==> config.mk <==
export PLATFORM = sky130hd
export DESIGN_NAME = pixel_state_flat
export DESIGN_NICKNAME = d
export VERILOG_FILES = /design/src/rtl/pixel_state_if.sv /design/src/rtl/pixel_state.sv /design/src/flat_wrapper.sv
export SDC_FILE = /design/constraint.sdc
export NUM_CORES = 1
export LEC_CHECK = 0
export CELL_PAD_IN_SITES_DETAIL_PLACEMENT = 1
export CELL_PAD_IN_SITES_GLOBAL_PLACEMENT = 1
export CORE_UTILIZATION = 44
export CTS_BUF_LIST = sky130_fd_sc_hd__clkbuf_8
export DETAILED_ROUTE_END_ITERATION = 6
export PLACE_DENSITY = 0.87
export SYNTH_ARGS = -nofsm -noshare
export SYNTH_HDL_FRONTEND = slang
export SYNTH_SLANG_ARGS = --single-unit
==> constraint.sdc <==
create_clock -name clk -period 3 [get_ports clk]
set_clock_uncertainty 0.2 [all_clocks]
set_input_delay 0.45 -clock clk [delete_from_list [all_inputs] [get_ports clk]]
set_output_delay 0.45 -clock clk [all_outputs]
set_load 0.05 [all_outputs]
==> src/rtl/pixel_state_if.sv <==
// pixel_state_if: byte stream carrying the pixel readout (AXI4-Stream subset).
//   valid  : byte valid (tvalid), driven by the master
//   ready  : consumer ready (tready), driven by the slave
//   tlast  : last byte of the frame
//   tdata  : pixel byte
interface pixel_state_if;
  logic       valid;
  logic       ready;
  logic       tlast;
  logic [7:0] tdata;

  modport master (output valid, output tlast, output tdata, input ready);
  modport slave  (input valid, input tlast, input tdata, output ready);
endinterface

==> src/rtl/pixel_state.sv <==
// pixel_state: frame-sequencing controller for one pixel-array capture.
// A trigger in IDLE runs ERASE -> EXPOSE -> CONVERT for fixed cycle counts,
// then READOUT streams NUM_PIXELS bytes on the master stream interface.
// Ports:
//   clk     : system clock, rising edge
//   rst     : asynchronous active-low reset
//   trigger : capture request, level, honoured only in IDLE
//   axis    : stream master (valid/tlast/tdata out, ready in), all outputs registered
module pixel_state #(
  parameter int unsigned ERASE_CYCLES   = 5,
  parameter int unsigned EXPOSE_CYCLES  = 255,
  parameter int unsigned CONVERT_CYCLES = 256,
  parameter int unsigned NUM_PIXELS     = 4
) (
  input  logic           clk,
  input  logic           rst,
  input  logic           trigger,
  pixel_state_if.master  axis
);

  typedef enum logic [2:0] {
    IDLE,
    ERASE,
    EXPOSE,
    CONVERT,
    READOUT
  } state_e;

  localparam logic [15:0] ERASE_LAST   = 16'(ERASE_CYCLES - 1);
  localparam logic [15:0] EXPOSE_LAST  = 16'(EXPOSE_CYCLES - 1);
  localparam logic [15:0] CONVERT_LAST = 16'(CONVERT_CYCLES - 1);
  localparam logic [7:0]  PIX_LAST     = 8'(NUM_PIXELS - 1);

  state_e      state_q;
  logic [15:0] phase_q;
  logic [7:0]  pix_q;
  logic [7:0]  frame_q;
  logic        valid_q;
  logic        tlast_q;
  logic [7:0]  tdata_q;
  logic [7:0]  frame_base;

  // First byte of the frame; later bytes are produced by incrementing tdata_q,
  // which equals frame*NUM_PIXELS + pixel modulo 256.
  assign frame_base = 8'(32'(frame_q) * NUM_PIXELS);

  always_ff @(posedge clk or negedge rst) begin
    if (!rst) begin
      state_q <= IDLE;
      phase_q <= '0;
      pix_q   <= '0;
      frame_q <= '0;
      valid_q <= 1'b0;
      tlast_q <= 1'b0;
      tdata_q <= '0;
    end else begin
      case (state_q)
        IDLE: begin
          if (trigger) begin
            state_q <= ERASE;
            phase_q <= '0;
          end
        end
        ERASE: begin
          if (phase_q == ERASE_LAST) begin
            state_q <= EXPOSE;
            phase_q <= '0;
          end else begin
            phase_q <= phase_q + 16'd1;
          end
        end
        EXPOSE: begin
          if (phase_q == EXPOSE_LAST) begin
            state_q <= CONVERT;
            phase_q <= '0;
          end else begin
            phase_q <= phase_q + 16'd1;
          end
        end
        CONVERT: begin
          if (phase_q == CONVERT_LAST) begin
            // Present the first beat on the same edge READOUT is entered so
            // valid is registered yet visible from the first READOUT cycle.
            state_q <= READOUT;
            phase_q <= '0;
            pix_q   <= '0;
            valid_q <= 1'b1;
            tdata_q <= frame_base;
            tlast_q <= (PIX_LAST == 8'd0);
          end else begin
            phase_q <= phase_q + 16'd1;
          end
        end
        READOUT: begin
          // valid_q is always 1 here, so ready alone marks a transfer.
          if (axis.ready) begin
            if (tlast_q) begin
              state_q <= IDLE;
              valid_q <= 1'b0;
              tlast_q <= 1'b0;
              frame_q <= frame_q + 8'd1;
            end else begin
              pix_q   <= pix_q + 8'd1;
              tdata_q <= tdata_q + 8'd1;
              tlast_q <= ((pix_q + 8'd1) == PIX_LAST);
            end
          end
        end
        default: state_q <= IDLE;
      endcase
    end
  end

  assign axis.valid = valid_q;
  assign axis.tlast = tlast_q;
  assign axis.tdata = tdata_q;

endmodule

==> src/flat_wrapper.sv <==
// flat-port wrapper written by rule: the top's interface ports become plain ports
module pixel_state_flat 
#(
  parameter int unsigned ERASE_CYCLES   = 5,
  parameter int unsigned EXPOSE_CYCLES  = 255,
  parameter int unsigned CONVERT_CYCLES = 256,
  parameter int unsigned NUM_PIXELS     = 4
)
  (clk, rst, trigger, axis_valid, axis_tlast, axis_tdata, axis_ready);
  pixel_state_if axis_i ();
  input  logic clk;
  input  logic rst;
  input  logic trigger;
  output wire logic [$bits(axis_i.valid)-1:0] axis_valid;
  output wire logic [$bits(axis_i.tlast)-1:0] axis_tlast;
  output wire logic [$bits(axis_i.tdata)-1:0] axis_tdata;
  input wire logic [$bits(axis_i.ready)-1:0] axis_ready;
  assign axis_valid = axis_i.valid;
  assign axis_tlast = axis_i.tlast;
  assign axis_tdata = axis_i.tdata;
  assign axis_i.ready = axis_ready;
  pixel_state #(.ERASE_CYCLES(ERASE_CYCLES), .EXPOSE_CYCLES(EXPOSE_CYCLES), .CONVERT_CYCLES(CONVERT_CYCLES), .NUM_PIXELS(NUM_PIXELS)) u_core (.clk(clk), .rst(rst), .trigger(trigger), .axis(axis_i));
endmodule
; Word level (Yosys, flattened, before mapping)
; Index checks and enable logic that the tools add are counted.
[word_totals]
reg_bits = 45
latchBits = 0
ramBits = 0
mem_bits_ro = 0
input_bits = 4
elab_cells = 63
mem_count = 0
[op_classes]
addsub = 4
mul = 0
div = 0
magnitude_cmp = 0
eq_ne = 15
shifts = 0
mux = 28
bitwise = 0
reduce_logical = 9
[ops]
columns = op, count
row1 = $mux W16, 4
row2 = $pmux W16 S4, 1
row3 = $mux W8, 6
row4 = $eq A16 B8 Y1 const B, 2
row5 = $pmux W8 S2, 2
row6 = $add A8 B1 Y8 const B, 3
row7 = $mux W3, 6
row8 = $add A16 B1 Y16 const B, 1
row9 = $eq A16 B3 Y1 const B, 1
row10 = $pmux W3 S5, 1
row11 = $eq A8 B2 Y1 const B, 1
row12 = $ne A2 B1 Y1 const B, 4
row13 = $reduce_and A4 Y1, 2
row14 = $eq A3 B2 Y1 const B, 2
row15 = $mux W1, 6
row16 = $ne A2 B2 Y1 const B, 3
row17 = $reduce_and A3 Y1, 2
row18 = $reduce_and A6 Y1, 1
row19 = $pmux W1 S2, 2
row20 = $reduce_bool A4 Y1, 1
row21 = $eq A3 B1 Y1 const B, 1
row22 = $eq A3 B3 Y1 const B, 1
row23 = $logic_not A3 Y1, 1
row24 = $reduce_and A2 Y1, 1
row25 = $reduce_bool A2 Y1, 1

; Logic depth before layout (Yosys ltp)
[depth]
word_depth = 5
mapped_depth = 7

; Least setup slack after synthesis
; OpenSTA, ideal clock, no wires.
[synth_timing]
kind = flip-flop to flip-flop
startpoint = register u_core.phase_q[9]
endpoint = register u_core.tdata_q[0] (netlist: u_core.axis.tdata[0])
t_arrival_ns = 2.087
path_slack_ns = 0.564
path_stages_with_launch = 7
path_cell_list = dfrtp_1 > or4_4 > or4_4 > o21ai_4 > and2_1 > buf_6 > a21oi_1
[synth_between]
elab_chain_len = 3
[synth_lines]
columns = item, line_no
row1 = from (decl), pixel_state.sv:35  ; logic [15:0] phase_q;
row2 = from (signal assigned), pixel_state.sv:69  ; phase_q <= phase_q + 16'd1;
row3 = from (signal assigned), pixel_state.sv:77  ; phase_q <= phase_q + 16'd1;
row4 = from (signal assigned), pixel_state.sv:91  ; phase_q <= phase_q + 16'd1;
row5 = $eq A16 B8 Y1, pixel_state.sv:81  ; if (phase_q == CONVERT_LAST) begin
row6 = $ne A2 B1 Y1 (no source line), n/a
row7 = $reduce_and A4 Y1 (no source line), n/a
row8 = to (signal assigned), pixel_state.sv:88  ; tdata_q <= frame_base;
row9 = to (signal assigned), pixel_state.sv:104  ; tdata_q <= tdata_q + 8'd1;
row10 = to (decl), pixel_state.sv:40  ; logic [7:0] tdata_q;
; Every way passes these cells.
; A chain may end at the register's enable or synchronous reset.

; Worst setup path in the final report
[layout_timing]
startpoint = register u_core.phase_q[9]
endpoint = register u_core.phase_q[3]
[layout_between]
elab_chain_len = 3
word_cells_on_any_way = 7
cone_classes = 3 x eq/ne / 4 x mux
[layout_lines]
columns = item, line_no
row1 = $eq A16 B8 Y1 (tied with other cells), pixel_state.sv:81
row2 = $mux W16 (on tied branches), "pixel_state.sv:81, pixel_state.sv:65, pixel_state.sv:73"
row3 = $pmux W16 S4 *, pixel_state.sv:57  ; case (state_q)
; Every way passes the cells marked *; elsewhere a longest branch is shown, timed or not.

==> impl_metrics.tcl <==
set metrics [dict create \
    die_w_um 76.4 \
    vias 2078 \
    synth_nets 273 \
    whs_ps 108 \
    arrival_ps 2740 \
    path_max_fanout 7 \
    tritoncts "done" \
    numCtsBuffers 5 \
    crit_start "u_core.phase_q[9]" \
    finalHoldViolCount 0 \
    critPathKind "register to register" \
    area_delta_synth_final_pct 11.9 \
    status "finished clean" \
    drt-initial-drc-count 105 \
    nets 291 \
    mostFrequentLayoutCell "dfrtp_1" \
    fin_ws_ps 226 \
    reg2regPathDepth 6 \
    post_drt_wl_per_cell_um 17.6 \
    layout_common_cells "dfrtp_1 (43), nand2_1 (32), a21oi_1 (20)" \
    grt_pass1_vias 2188 \
    crit_path_end_kind "register" \
    r2r_setup_slack_ps 230 \
    syn_area_um2 2430 \
    drt_pass1_iterations 4 \
    clk_pin_slew_ps 80 \
    slew_headroom 0.342 \
    initial_core_util 0.468 \
    cp.required_ps 2970 \
    cts_buffer_depth 2 \
    timing.rr.end "u_core.phase_q[3]" \
    num_io_pins 14 \
    synthArstFlopShare 1.00 \
    final_core_util 0.523 \
    cts_hold_buf 0 \
    overflow 0 \
    grt_max_degree 44 \
    synth-seq-cells 43 \
    grt_pass1_wl_mm 10.7 \
    ys_warn_count 0 \
    min_period_ps 2770 \
    postRouteAntennaNets 0 \
    power.density_nw_per_um2 532 \
    crit_path_start_kind "register" \
    synth_top_cell_by_area "dfrtp_1" \
    antenna_found_initial 0 \
    hold_class "input port to async pin" \
    yosysSeqAreaShare 0.442 \
    synthFlopType "dfrtp_1" \
    worst_slew_pin_slew_ps 987 \
    slew_viol_final 0 \
    synth_area_leaders "dfrtp_1 (44%), nand2_1 (4.9%), a21oi_1 (4.1%), o21ai_0 (3.9%), nand3_1 (3.7%)" \
    yosysTopAreaCellShare 0.442 \
    power.leakage_nw 1.16 \
    synthCells 262 \
    r2r-start "u_core.phase_q[9]" \
    placed_cell_area_um2 2620 \
    post_cts_resize_count 0 \
    post-place-ws_ps 309 \
    setup_viol 0 \
    die-area_um2 5840 \
    post_cts_buffers 0 \
    diodes 0 \
    clock_latency_ps 300 \
    synth-edff-count 0 \
    rsz0062_at_grt "no" \
    syn_area_per_cell_um2 9.29 \
    fin_area_um2 2720 \
    die_h_um 76.4 \
    grt_usage 0.231 \
    hpwl_mm 4.30 \
    cap_violations 0 \
    gp_congestion 0.879 \
    drc 0 \
    fmax_ghz 0.361 \
    ir_drop_uv 263 \
    cts.sinks 43 \
    drt_wl_total_mm 6.19 \
    synth.distinct_cells 45 \
    cts_root_buf "clkbuf_8" \
    rows 26 \
    core_um2 5200 \
    port_buffers 13 \
    period_share 0.925 \
    drive_above_1_share 0.0996 \
    viasPerCell 5.92 \
    htree_levels 2 \
    tns_ps 0 \
]
synthesized netlist by cell type (all sizes together) (2+ instances only):
cell type / count
o21ai: 20
ha: 7
a31oi: 6
xnor2: 10
xor2: 4
or4: 3
clkbuf: 4
o22ai: 4
and3: 10
nand2: 33
or2: 4
dfrtp: 43
a22o: 2
and2: 2
mux2i: 2
inv: 8
nor2: 16
nand3: 18
nor3: 10
o2bb2ai: 2
nor4: 4
nand4: 7
o211ai: 4
a21oi: 20
o32ai: 2
a21o: 2
through the flow:
stage | cells | total power (W)
6_report | 351 | 0.00145
5_1_grt | 351 | 0.00153
4_1_cts | 351 | 0.00146
3_5_place_dp | 343 | 0.00105
3_3_place_gp | 343 | 0.00102
2_1_floorplan | 262 | 0.000994
worst max path at each step:
stage                           endpoint  slack, ps  cells after the start
detailed placement       u_core.pix_q[4]        310                      5
global route           u_core.phase_q[3]         50                      6
finish                 u_core.phase_q[3]        230                      6
global placement         u_core.pix_q[4]        410                      5
CTS                    u_core.phase_q[3]        270                      6
floorplan           u_core.axis.tdata[0]        560                      6
cells by family after synthesis:
group | synth area share
simple gates | 0.237
compound gates | 0.190
flops | 0.442
xor+xnor | 0.0504
buf+inv | 0.0365
fa+ha+maj | 0.0360
mux | 0.00822
power breakdown:
part           total (W)  switching, W  leakage (nW)  internal (W)
Combinational   0.000290      0.000172         0.532      0.000117
Sequential      0.000754      0.000107         0.577      0.000646
Clock           0.000407      0.000200        0.0557      0.000207
layer usage:
metal	share of wire	routed length [um]	track usage	vias up
met5	0	0	0	-
met4	0.018	114	0.0827	0
met3	0.026	163	0.0491	13
met2	0.47	2930	0.366	24
met1	0.48	2980	0.313	1043
li1	-	-	-	998
critical path, cell delays in order (launching register included):
cell     delay (ps)
dfrtp_1         440
or4_4           570
nor3_1          360
a21oi_1         270
nor3_1          510
buf_4           230
o22ai_1          60
state kept, by name (all words and copies together), names as in the netlist:
name,flops
u_core.phase_q,16
u_core.axis.tlast,1
u_core.state_q,3
u_core.pix_q,8
u_core.axis.valid,1
u_core.axis.tdata,8
u_core.frame_q,6
final cells by class:
cell class	instances	area, um^2
inverters	8	30.0
repair buffers	17	155
clock inverters	1	3.75
fillers	615	2480
multi-input cells	205	1270
clock buffers	7	96.3
well taps	70	87.6
flip-flops and latches	43	1080
Power figures use the tool's default switching activity.
